$ cat src/rtl/matrix_reader_pkg.sv
// Shared types and constants for the slot selector and the per-matrix ASCII reader.
package matrix_reader_pkg;

  typedef enum logic [3:0] {
    IDLE, SCAN, READ_META, WAIT_META, SEND_HDR,
    START_READER, WAIT_READER, SEND_SEP, DONE
  } sel_state_t;

  typedef enum logic [2:0] {
    R_IDLE, R_META, R_META_W, R_RD, R_RD_W, R_DIG, R_DELIM, R_DONE
  } rd_state_t;

  localparam logic [7:0] HDR_HASH   = 8'h23;
  localparam logic [7:0] HDR_NL     = 8'h0A;
  localparam logic [7:0] CHAR_SPACE = 8'h20;
  localparam logic [7:0] CHAR_ZERO  = 8'h30;

  // Metadata word layout: rows in [31:24], cols in [23:16].
  localparam int META_ROWS_LSB = 24;
  localparam int META_COLS_LSB = 16;

  function automatic logic [7:0] hex_char(input logic [3:0] v);
    return (v < 4'd10) ? (8'h30 + {4'h0, v}) : (8'h57 + {4'h0, v});
  endfunction

endpackage

$ cat src/rtl/matrix_reader.sv
// Formats one stored matrix as ASCII: one hex digit per element, space-separated, newline per row.
// state    | meaning
// R_IDLE   | waiting for start
// R_META   | metadata address presented
// R_META_W | metadata returned, rows/cols captured
// R_RD     | element address presented
// R_RD_W   | element returned, digit captured
// R_DIG    | digit byte offered
// R_DELIM  | space or newline offered
// R_DONE   | one-cycle done pulse
module matrix_reader
  import matrix_reader_pkg::*;
#(
  parameter int BLOCK_SIZE = 1152,
  parameter int ADDR_WIDTH = 14,
  parameter int ID_WIDTH   = 4
) (
  input  logic                  clk,
  input  logic                  rst,
  input  logic                  start,
  input  logic [ID_WIDTH-1:0]   matrix_id,
  output logic                  busy,
  output logic                  done,
  output logic [ADDR_WIDTH-1:0] bram_addr,
  input  logic [31:0]           bram_data,
  output logic [7:0]            ascii_data,
  output logic                  ascii_valid,
  input  logic                  ascii_ready
);

  rd_state_t state_q, state_d;
  logic [ADDR_WIDTH-1:0] base_q, base_d, off_q, off_d;
  logic [7:0] rows_q, rows_d, cols_q, cols_d, r_q, r_d, c_q, c_d, char_q, char_d;
  logic last_col, last_row, unused_bits;

  assign unused_bits = ^bram_data[15:4];
  assign last_col    = (c_q == cols_q - 8'd1);
  assign last_row    = (r_q == rows_q - 8'd1);
  assign bram_addr   = base_q + off_q;
  assign busy        = (state_q != R_IDLE);

  always_ff @(posedge clk) begin
    if (rst) begin
      state_q <= R_IDLE;
      base_q  <= '0;
      off_q   <= '0;
      rows_q  <= '0;
      cols_q  <= '0;
      r_q     <= '0;
      c_q     <= '0;
      char_q  <= '0;
    end else begin
      state_q <= state_d;
      base_q  <= base_d;
      off_q   <= off_d;
      rows_q  <= rows_d;
      cols_q  <= cols_d;
      r_q     <= r_d;
      c_q     <= c_d;
      char_q  <= char_d;
    end
  end

  always_comb begin
    state_d     = state_q;
    base_d      = base_q;
    off_d       = off_q;
    rows_d      = rows_q;
    cols_d      = cols_q;
    r_d         = r_q;
    c_d         = c_q;
    char_d      = char_q;
    done        = 1'b0;
    ascii_valid = 1'b0;
    ascii_data  = 8'h00;
    case (state_q)
      R_IDLE: if (start) begin
        base_d  = ADDR_WIDTH'(matrix_id) * ADDR_WIDTH'(BLOCK_SIZE);
        off_d   = '0;
        state_d = R_META;
      end
      R_META: state_d = R_META_W;
      R_META_W: begin
        rows_d  = bram_data[META_ROWS_LSB +: 8];
        cols_d  = bram_data[META_COLS_LSB +: 8];
        r_d     = '0;
        c_d     = '0;
        off_d   = ADDR_WIDTH'(1);
        state_d = (rows_d == 8'd0 || cols_d == 8'd0) ? R_DONE : R_RD;
      end
      R_RD: state_d = R_RD_W;
      R_RD_W: begin
        char_d  = hex_char(bram_data[3:0]);
        state_d = R_DIG;
      end
      R_DIG: begin
        ascii_valid = 1'b1;
        ascii_data  = char_q;
        if (ascii_ready) state_d = R_DELIM;
      end
      R_DELIM: begin
        ascii_valid = 1'b1;
        ascii_data  = last_col ? HDR_NL : CHAR_SPACE;
        if (ascii_ready) begin
          off_d = off_q + ADDR_WIDTH'(1);
          if (last_col) begin
            c_d = '0;
            if (last_row) state_d = R_DONE;
            else begin
              r_d     = r_q + 8'd1;
              state_d = R_RD;
            end
          end else begin
            c_d     = c_q + 8'd1;
            state_d = R_RD;
          end
        end
      end
      R_DONE: begin
        done    = 1'b1;
        state_d = R_IDLE;
      end
      default: state_d = R_IDLE;
    endcase
  end

endmodule

$ cat src/rtl/matrix_reader_sel.sv
// Scans the requested slots, prints a header per populated matrix, delegates formatting to matrix_reader.
// state        | meaning
// IDLE         | waiting for start
// SCAN         | find next requested slot
// READ_META    | slot metadata address presented
// WAIT_META    | metadata returned, decide skip or print
// SEND_HDR     | emit "#<k>\n"
// START_READER | one-cycle start to sub-reader
// WAIT_READER  | sub-reader owns BRAM and ASCII stream
// SEND_SEP     | emit separator bytes
// DONE         | one-cycle done pulse
module matrix_reader_sel
  import matrix_reader_pkg::*;
#(
  parameter int         NUM_SLOTS  = 8,
  parameter int         BLOCK_SIZE = 1152,
  parameter int         ADDR_WIDTH = 14,
  parameter int         SEP_COUNT  = 2,
  parameter logic [7:0] SEP_CHAR   = 8'h0A,
  parameter bit         HEADER_EN  = 1'b1
) (
  input  logic                           clk,
  input  logic                           rst,
  input  logic                           start,
  input  logic [NUM_SLOTS-1:0]           slot_mask,
  input  logic                           abort,
  output logic                           busy,
  output logic                           done,
  output logic                           aborted,
  output logic [$clog2(NUM_SLOTS+1)-1:0] dump_count,
  output logic [ADDR_WIDTH-1:0]          bram_addr,
  input  logic [31:0]                    bram_data,
  output logic [7:0]                     ascii_data,
  output logic                           ascii_valid,
  input  logic                           ascii_ready
);

  localparam int SLOT_W = $clog2(NUM_SLOTS + 1);

  sel_state_t state_q, state_d;
  logic [SLOT_W-1:0]    slot_q, slot_d;
  logic [NUM_SLOTS-1:0] mask_q, mask_d, mask_sh;
  logic [SLOT_W-1:0]    dump_q, dump_d;
  logic                 abort_q, abort_d, abort_any;
  logic [3:0]           idx_q, idx_d;
  logic [7:0]           rows, cols;
  logic                 unused_meta;

  logic                  rd_start, rd_busy, rd_done, rd_valid, rd_ready;
  logic [ADDR_WIDTH-1:0] rd_addr;
  logic [7:0]            rd_data;

  matrix_reader #(
    .BLOCK_SIZE(BLOCK_SIZE),
    .ADDR_WIDTH(ADDR_WIDTH),
    .ID_WIDTH  (SLOT_W)
  ) u_reader (
    .clk        (clk),
    .rst        (rst),
    .start      (rd_start),
    .matrix_id  (slot_q),
    .busy       (rd_busy),
    .done       (rd_done),
    .bram_addr  (rd_addr),
    .bram_data  (bram_data),
    .ascii_data (rd_data),
    .ascii_valid(rd_valid),
    .ascii_ready(rd_ready)
  );

  assign unused_meta = ^bram_data[15:0];
  assign rows        = bram_data[META_ROWS_LSB +: 8];
  assign cols        = bram_data[META_COLS_LSB +: 8];
  assign mask_sh     = mask_q >> slot_q;
  assign abort_any   = abort_q | abort;
  assign busy        = (state_q != IDLE);
  assign aborted     = (state_q == DONE) && abort_q;
  assign dump_count  = dump_q;

  always_ff @(posedge clk) begin
    if (rst) begin
      state_q <= IDLE;
      slot_q  <= '0;
      mask_q  <= '0;
      dump_q  <= '0;
      abort_q <= 1'b0;
      idx_q   <= '0;
    end else begin
      state_q <= state_d;
      slot_q  <= slot_d;
      mask_q  <= mask_d;
      dump_q  <= dump_d;
      abort_q <= abort_d;
      idx_q   <= idx_d;
    end
  end

  always_comb begin
    state_d     = state_q;
    slot_d      = slot_q;
    mask_d      = mask_q;
    dump_d      = dump_q;
    idx_d       = idx_q;
    abort_d     = (state_q == IDLE) ? 1'b0 : (abort_q | abort);
    done        = 1'b0;
    rd_start    = 1'b0;
    rd_ready    = 1'b0;
    ascii_valid = 1'b0;
    ascii_data  = 8'h00;
    bram_addr   = ADDR_WIDTH'(slot_q) * ADDR_WIDTH'(BLOCK_SIZE);
    case (state_q)
      IDLE: if (start) begin
        mask_d  = slot_mask;
        dump_d  = '0;
        slot_d  = '0;
        state_d = SCAN;
      end
      SCAN: begin
        if (abort_any || slot_q >= SLOT_W'(NUM_SLOTS)) state_d = DONE;
        else if (mask_sh[0]) state_d = READ_META;
        else if (slot_q == SLOT_W'(NUM_SLOTS - 1)) state_d = DONE;
        else slot_d = slot_q + SLOT_W'(1);
      end
      READ_META: state_d = abort_any ? DONE : WAIT_META;
      WAIT_META: begin
        idx_d = '0;
        if (abort_any) state_d = DONE;
        else if (rows == 8'd0 || cols == 8'd0) begin
          slot_d  = slot_q + SLOT_W'(1);
          state_d = SCAN;
        end else state_d = HEADER_EN ? SEND_HDR : START_READER;
      end
      SEND_HDR: begin
        ascii_valid = 1'b1;
        case (idx_q)
          4'd0:    ascii_data = HDR_HASH;
          4'd1:    ascii_data = CHAR_ZERO + 8'(slot_q);
          default: ascii_data = HDR_NL;
        endcase
        if (ascii_ready) begin
          if (abort_any) state_d = DONE;
          else if (idx_q == 4'd2) state_d = START_READER;
          else idx_d = idx_q + 4'd1;
        end
      end
      START_READER: if (!rd_busy) begin
        rd_start = 1'b1;
        state_d  = WAIT_READER;
      end
      WAIT_READER: begin
        bram_addr   = rd_addr;
        ascii_valid = rd_valid;
        ascii_data  = rd_data;
        rd_ready    = ascii_ready;
        if (rd_done) begin
          dump_d = dump_q + SLOT_W'(1);
          idx_d  = 4'(SEP_COUNT);
          if (abort_any) state_d = DONE;
          else if (SEP_COUNT == 0) begin
            slot_d  = slot_q + SLOT_W'(1);
            state_d = SCAN;
          end else state_d = SEND_SEP;
        end
      end
      SEND_SEP: begin
        ascii_valid = 1'b1;
        ascii_data  = SEP_CHAR;
        if (ascii_ready) begin
          // idx_q counts remaining separators down to the last one
          if (abort_any) state_d = DONE;
          else if (idx_q <= 4'd1) begin
            slot_d  = slot_q + SLOT_W'(1);
            state_d = SCAN;
          end else idx_d = idx_q - 4'd1;
        end
      end
      DONE: begin
        done    = 1'b1;
        state_d = IDLE;
      end
      default: state_d = IDLE;
    endcase
  end

endmodule
$ cat config.mk
export PLATFORM = sky130hd
export DESIGN_NAME = matrix_reader_sel
export DESIGN_NICKNAME = d
export VERILOG_FILES = /design/src/rtl/matrix_reader_pkg.sv /design/src/rtl/matrix_reader.sv /design/src/rtl/matrix_reader_sel.sv
export SDC_FILE = /design/constraint.sdc
export NUM_CORES = 1
export LEC_CHECK = 0
export BUFFER_PORTS_ARGS = -buffer_cell sky130_fd_sc_hd__buf_2
export CAP_MARGIN = 10
export CORE_MARGIN = 4
export CORE_UTILIZATION = 45
export DETAILED_ROUTE_END_ITERATION = 10
export GPL_TIMING_DRIVEN = 0
export PLACE_DENSITY = 0.65
export SLEW_MARGIN = 20
export SYNTH_ARGS = -nofsm -noshare
export SYNTH_HDL_FRONTEND = slang
export SYNTH_SLANG_ARGS = --single-unit
$ cat constraint.sdc
create_clock -name clk -period 2.8 [get_ports clk]
set_input_delay 0.14 -clock clk [delete_from_list [all_inputs] [get_ports clk]]
set_output_delay 0.14 -clock clk [all_outputs]
set_load 0.005 [all_outputs]
==> results of run 1 <==
repair_timing:
action,in CTS,in global routing
endpoints found under the hold margin,0,0
pin swaps,1,5
setup buffers,1,3
gates resized for setup,5,12
cloned,0,1
endpoints found under the setup margin,3,21
cells in the mapped netlist, drive strengths merged, types with 2 or more instances:
library cell,number
a22oi,5
dfxtp,88
or3,8
or3b,2
nor2b,10
nand2b,6
inv,26
a221o,2
mux2i,14
a211o,3
o22ai,3
nor3b,3
nand3,19
o21a,4
nand4,12
mux4,2
ha,27
or2,6
nor3,15
o2111ai,3
and2,13
and3,13
a21boi,2
nand2,102
and4bb,2
o21ba,2
nor2,78
a31oi,5
a2111o,2
a41oi,2
a21o,5
o221ai,2
o21bai,2
xor2,23
xnor2,28
o21ai,27
a211oi,6
a21oi,55
and4,4
nor4,7
clkbuf,33
buf,7
registers in the layout, summed over array words and instances, names as in the netlist:
signal and flops:
abort_q 1, dump_count 4, idx_q 4, mask_q 8
slot_q 4, state_q 4, u_reader.base_q 7, u_reader.c_q 8
u_reader.char_q 7, u_reader.cols_q 8, u_reader.off_q 14, u_reader.r_q 8
u_reader.rows_q 8, u_reader.state_q 3
cell families (layout without fill, tap and decap cells):
logic type                 Yosys count  count (layout)  share of synthesized area [%]
adders and majority gates           28              28                          6.619
DFF                                 88              88                          32.59
other                                1               1                        0.06936
AOI/OAI and AO/OA                  138             138                          16.27
and+or+nand+nor                    307             307                          27.52
xor gates and xnor gates            51              51                          8.262
muxes                               16              16                          3.425
buffers and inverters               66             148                          5.253
report_power, final:
group	total [mW]	leakage [nW]	switching [mW]	internal, mW
combinational	0.527	1.71	0.312	0.215
sequential	1.33	0.712	0.0414	1.29
clock	1.19	0.143	0.499	0.692
total	3.05	2.56	0.852	2.20
layer usage:
metal  part of all wire [%]  GRT usage, %  vias up
met5                      0             0        -
met4                    1.6         5.275        0
met3                    6.6         5.430       27
met2                     47         32.81      144
met1                     44         24.26     2290
li1                       -             -     2555
worst max-delay path by stage:
stage / start / end / slack (ps)
after global routing: u_reader.cols_q[1] / ascii_data[5] / -30
after floorplan: u_reader.cols_q[0] / u_reader.r_q[0] / 330
after detailed placement: u_reader.cols_q[0] / u_reader.r_q[7] / 60
after CTS: u_reader.cols_q[0] / ascii_data[5] / 30
final: u_reader.cols_q[1] / ascii_data[5] / 70
after global placement: state_q[2] / slot_q[3] / 110
worst max-delay path: stages (launching register included):
cell	delay, ps
dfxtp_2	330
or4_4	540
and4bb_1	280
a311oi_2	50
a2111o_1	540
a221o_2	360
buf_2	140
final cells by class:
class	instances	area, um^2	share of cell area, %
Tap cell	143	178.9	2.853
Inverter	26	97.59	1.556
Multi-Input combinational cell	541	3410	54.36
Buffer	40	187.7	2.992
Sequential cell	88	1768	28.19
Clock inverter	5	57.56	0.9176
Clock buffer	11	232.7	3.710
Timing Repair Buffer	66	340.3	5.426
per-stage QoR:
stage                     setup slack (ps)  setup TNS, ps  power, mW  cells  hold WS, ps
after floorplan                      330.2              0      1.712    695        276.0
final                                71.28              0      3.051    920        29.49
after detailed placement             63.31              0      1.864    899        390.2
after CTS                            27.38              0      3.062    916        21.04
after global routing                -28.18         -65.73      3.199    920        25.84
after global placement               114.1              0      1.848    899        383.8
==> summary.md, run 1 <==
| Metric | Value |
|---|---|
| CP endpoint kind | `primary output` |
| Iteration-0 DRC Markers | `313` |
| Power Dens Cells | `486.5 mW/mm^2` |
| Clk sink count | `88` |
| DRT antenna net count | `0` |
| Top cells by area in the synthesized netlist | `dfxtp_1, nand2_1, ha_1` |
| Routability-driven placement congestion ratio | `0.9093` |
| Post-DP HPWL | `10380 um` |
| H-tree levels | `3` |
| Final period utilization | `97.45%` |
| Site Rows | `39` |
| Fillers | `1095` |
| Dpl cell area | `0.005891 mm^2` |
| Synth cell types | `74` |
| R2R cell count | `9` |
| Clock Path Buffers | `2` |
| Port Buf Inserts | `61` |
| Total Routed Length | `13690 um` |
| Dominant cell type by area after synthesis | `dfxtp_1` |
| Via density | `5.452` |
| Mapped Nets | `768` |
| CP arrival | `2590 ps` |
| Worst skew pair latency | `350 ps` |
| Clock-pin slew on the worst setup and hold paths | `60 ps` |
| Crit-path max FO | `4` |
| Post-Synthesis Cells | `695` |
| DRT Pass-1 Iters | `5` |
| Max-slew headroom | `58.40%` |
| Total grt overflow | `0` |
| Die Y | `117.6 um` |
| Final Cell Area | `0.006272 mm^2` |
| Max cap viols | `0` |
| Clk_skew | `10.39 ps` |
| Endpoints failing setup | `0` |
| EDFF count, synth | `0` |
| Post-synth top area share | `32.59%` |
| Leak | `2.563 nW` |
| First-pass GRT wire length | `22480 um` |
| Fin nets | `845` |
| Routed vias | `5016` |
| Fin. Hold Viols | `0` |
| Final min period | `2729 ps` |
| Most common cell after layout, fill and taps aside | `nand2_1` |
| CP Launch Type | `flip-flop` |
| Share of cells above drive strength 1 | `16.09%` |
| CTS tree | `built` |
| Least-Margin Pin Slew | `624.0 ps` |
| Routed wire per std cell | `14.88 um` |
| Register area share after synthesis | `32.59%` |
| CTS Hold Bufs | `0` |
| Drc violations | `0` |
| Vias in the first global route | `4797` |
| Hold path depth | `3` |
| Final Max Tran Viols | `0` |
| RSZ-0062 raised after global routing | `true` |
| #FFs+latches synth | `88` |
| Core Box Area | `0.01156 mm^2` |
| All-layer global routing usage | `19.40%` |
| Worst vdd ir | `0.3741 mV` |
| Hold WC Path Type | `input pin to flip-flop` |
| FMAX | `366.5 MHz` |
| Synth Cell Area | `0.005406 mm^2` |
| Syn Area/Cell | `7.779 um^2` |
| Yosys warns | `0` |
| Reg2Reg Setup Slack | `120 ps` |
| FF-to-FF End | `u_reader.r_q[7]` |
| CP Class | `flip-flop to primary output` |
| Synth async-reset ratio | `0%` |
| Ant diodes | `0` |
| Ys flop type | `dfxtp_1` |
| Hold wc startpoint | `slot_mask[7]` |
| Die width | `117.6 um` |
| Initial core utilization | `46.75%` |
| Min-Delay Endpoint | `mask_q[7]` |
| Post-Route Utilization | `54.24%` |
| Num ports | `75` |
| Antenna violations before repair | `0` |
| FF-to-FF Start | `u_reader.cols_q[1]` |
| Area Growth Syn to Fin | `16.01%` |
| Outcome | `finished, final reports clean` |
| CTS root buf | `clkbuf_16` |
| CTS buffer count | `9` |
| Worst path required time | `2660 ps` |
| Commonest cells after routing, fill and taps aside | `nand2_1, dfxtp_1, nor2_1, buf_2, a21oi_1` |
| Largest net degree at the start of global routing | `15` |
| Die area | `0.01383 mm^2` |
Note: power is estimated with default switching activity, not from simulation.
==> run 2: changes to the inputs <==
CORE_MARGIN = 2   (was 4)
==> run 2 against run 1 <==
  * Flip-flop and latch count did not move
  * Critical path depth did not move
  * Clock power rose by 6%
  * Maximum frequency fell by 2.3%
  * Utilization down 1.1 points
  * Hold slack got worse by 14 ps
  * Routed wire length grew 1.9%
  * Largest power group unchanged
  * Highest routed layer unchanged
==> summary.md, run 2 (synthesized netlist as in run 1, its figures left out) <==
| Metric | Value |
|---|---|
| FF-to-FF Start | `u_reader.cols_q[1]` |
| CP Class | `flip-flop to primary output` |
| CP Launch Type | `flip-flop` |
| Fin. Hold Viols | `0 (unchanged)` |
| Fin nets | `842 (-0.36%)` |
| H-tree levels | `3 (unchanged)` |
| RSZ-0062 raised after global routing | `true` |
| Antenna violations before repair | `0 (unchanged)` |
| CTS buffer count | `9 (unchanged)` |
| Reg2Reg Setup Slack | `110 ps (about the same)` |
| DRT antenna net count | `0 (unchanged)` |
| Metal3 WL | `691 um (-24%)` |
| Final min period | `2793 ps (+64.24 ps)` |
| Power Dens Cells | `495.4 mW/mm^2 (+1.8%)` |
| Max cap viols | `0 (unchanged)` |
| Wire length on met2 | `6709 um (+3.3%)` |
| Metal-1 WL | `6347 um (+4.6%)` |
| Max FFs per register | `14 (unchanged)` |
| Endpoints failing setup | `0 (unchanged)` |
| Outcome | `finished, final reports clean` |
| FF-to-FF End | `u_reader.r_q[4]` |
| FMAX | `358.0 MHz (-2.3%)` |
| Worst vdd ir | `0.3172 mV (-15%)` |
| Vias in the first global route | `4817 (+0.42%)` |
| Final period utilization | `99.75% (+2.3 points)` |
| Die Y | `113.6 um (-3.4%)` |
| CTS Hold Bufs | `0 (unchanged)` |
| Core Box Area | `0.01186 mm^2 (+2.6%)` |
| Clk_skew | `9.537 ps (-0.8547 ps)` |
| Clock-pin slew on the worst setup and hold paths | `70 ps (about the same)` |
| DRT Pass-1 Iters | `4 (-1)` |
| Worst path required time | `2660 ps (about the same)` |
| Min-Delay Endpoint | `mask_q[3]` |
| Num ports | `75 (unchanged)` |
| All-layer global routing usage | `21.92% (+2.5 points)` |
| Leak | `2.557 nW (-0.24%)` |
| Die width | `113.6 um (-3.4%)` |
| Largest Register | `u_reader.off_q` |
| CP arrival | `2650 ps (+60 ps)` |
| Site Rows | `40 (+2.6%)` |
| Port Buf Inserts | `61 (unchanged)` |
| Max-slew headroom | `54.14% (-4.3 points)` |
| Routed vias | `5079 (+1.3%)` |
| Clk sink count | `88 (unchanged)` |
| Final hold slack | `15.60 ps (-13.89 ps)` |
| Hold path depth | `3 (unchanged)` |
| Via density | `5.515 (+1.1%)` |
| Routed wire per std cell | `15.15 um (+1.8%)` |
| Area Growth Syn to Fin | `16.50%` |
| Hold wc startpoint | `slot_mask[3]` |
| Least-Margin Pin Slew | `687.9 ps (+63.85 ps)` |
| Routability-driven placement congestion ratio | `0.9057 (-0.40%)` |
| Commonest cells after routing, fill and taps aside | `nand2_1, dfxtp_1, nor2_1, buf_2, a21oi_1` |
| R2R cell count | `9 (unchanged)` |
| Die area | `0.01291 mm^2 (-6.7%)` |
| Most common cell after layout, fill and taps aside | `nand2_1` |
| Iteration-0 DRC Markers | `334 (+6.7%)` |
| Final Max Tran Viols | `0 (unchanged)` |
| Worst skew pair latency | `360 ps (about the same)` |
| Fin Setup TNS | `0 ps (unchanged)` |
| Clock Path Buffers | `2 (unchanged)` |
| Initial core utilization | `45.58% (-1.2 points)` |
| CTS root buf | `clkbuf_16` |
| Largest net degree at the start of global routing | `16 (+1)` |
| Ant diodes | `0 (unchanged)` |
| Crit-path max FO | `4 (unchanged)` |
| Total grt overflow | `0 (unchanged)` |
| First-pass GRT wire length | `22650 um (+0.73%)` |
| Share of cells above drive strength 1 | `16.80% (+0.71 points)` |
| CTS tree | `built` |
| Uppermost layer routed | `met4` |
| Hold WC Path Type | `input pin to flip-flop` |
| CP endpoint kind | `primary output` |
| Drc violations | `0 (unchanged)` |
| Post-DP HPWL | `10370 um (-0.10%)` |
| Post-Route Utilization | `53.10% (-1.1 points)` |
| Total Routed Length | `13950 um (+1.9%)` |
==> run 2: through the flow <==
stage | cell area [um^2] | total power, mW | std cells | setup WS, ps
6_report | 6299 | 3.120 | 921 | 7.043
5_1_grt | 6299 | 3.260 | 921 | -55.08
4_1_cts | 6230 | 3.119 | 921 | 2.575
3_5_place_dp | 5896 | 1.864 | 903 | 18.81
3_3_place_gp | 5896 | 1.851 | 903 | 107.9
2_1_floorplan | 5406 | 1.712 | 695 | 330.2
==> run 2: layout make-up <==
| class | instances | area [um^2] |
|---|---|---|
| Inverter | 26 | 97.59 |
| Sequential cell | 88 | 1770 |
| Clock inverter | 6 | 67.56 |
| Timing Repair Buffer | 64 | 331.6 |
| Buffer | 39 | 183.9 |
| Fill cell | 1154 | 5563 |
| Multi-Input combinational cell | 541 | 3425 |
| Clock buffer | 10 | 239.0 |
| Tap cell | 147 | 183.9 |
==> run 2: per-layer routing <==
| metal | up-vias | track usage, % |
|---|---|---|
| li1 | 2550 | - |
| met1 | 2397 | 27.76 |
| met2 | 116 | 36.97 |
| met3 | 16 | 5.048 |
| met4 | 0 | 7.317 |
| met5 | - | 0 |
==> run 2: worst max path at each step <==
stage | start | end | slack [ps]
3_3_place_gp | state_q[2] | slot_q[3] | 110
4_1_cts | u_reader.cols_q[1] | ascii_data[5] | 3
5_1_grt | state_q[2] | slot_q[3] | -60
3_5_place_dp | state_q[2] | slot_q[3] | 20
2_1_floorplan | u_reader.cols_q[0] | u_reader.r_q[0] | 330
6_report | u_reader.cols_q[1] | ascii_data[5] | 7
==> run 2: worst max-delay path: stages (launching register included) <==
cell and delay, ps:
dfxtp_2 340, or4_4 550, and4bb_1 280, a311oi_2 50
a2111o_1 540, a221o_2 400, buf_6 120
==> run 2: timing repair <==
action                                  in CTS  in global routing
endpoints found under the hold margin        0                  0
cloned                                       0                  1
setup buffers                                2                  1
endpoints found under the setup margin       3                 17
gates resized for setup                      5                 18
pin swaps                                    3                  9
==> run 2: power by group <==
part	total, mW	internal, mW	switching [mW]
clock	1.26	0.719	0.540
combinational	0.526	0.213	0.312
sequential	1.34	1.29	0.0432
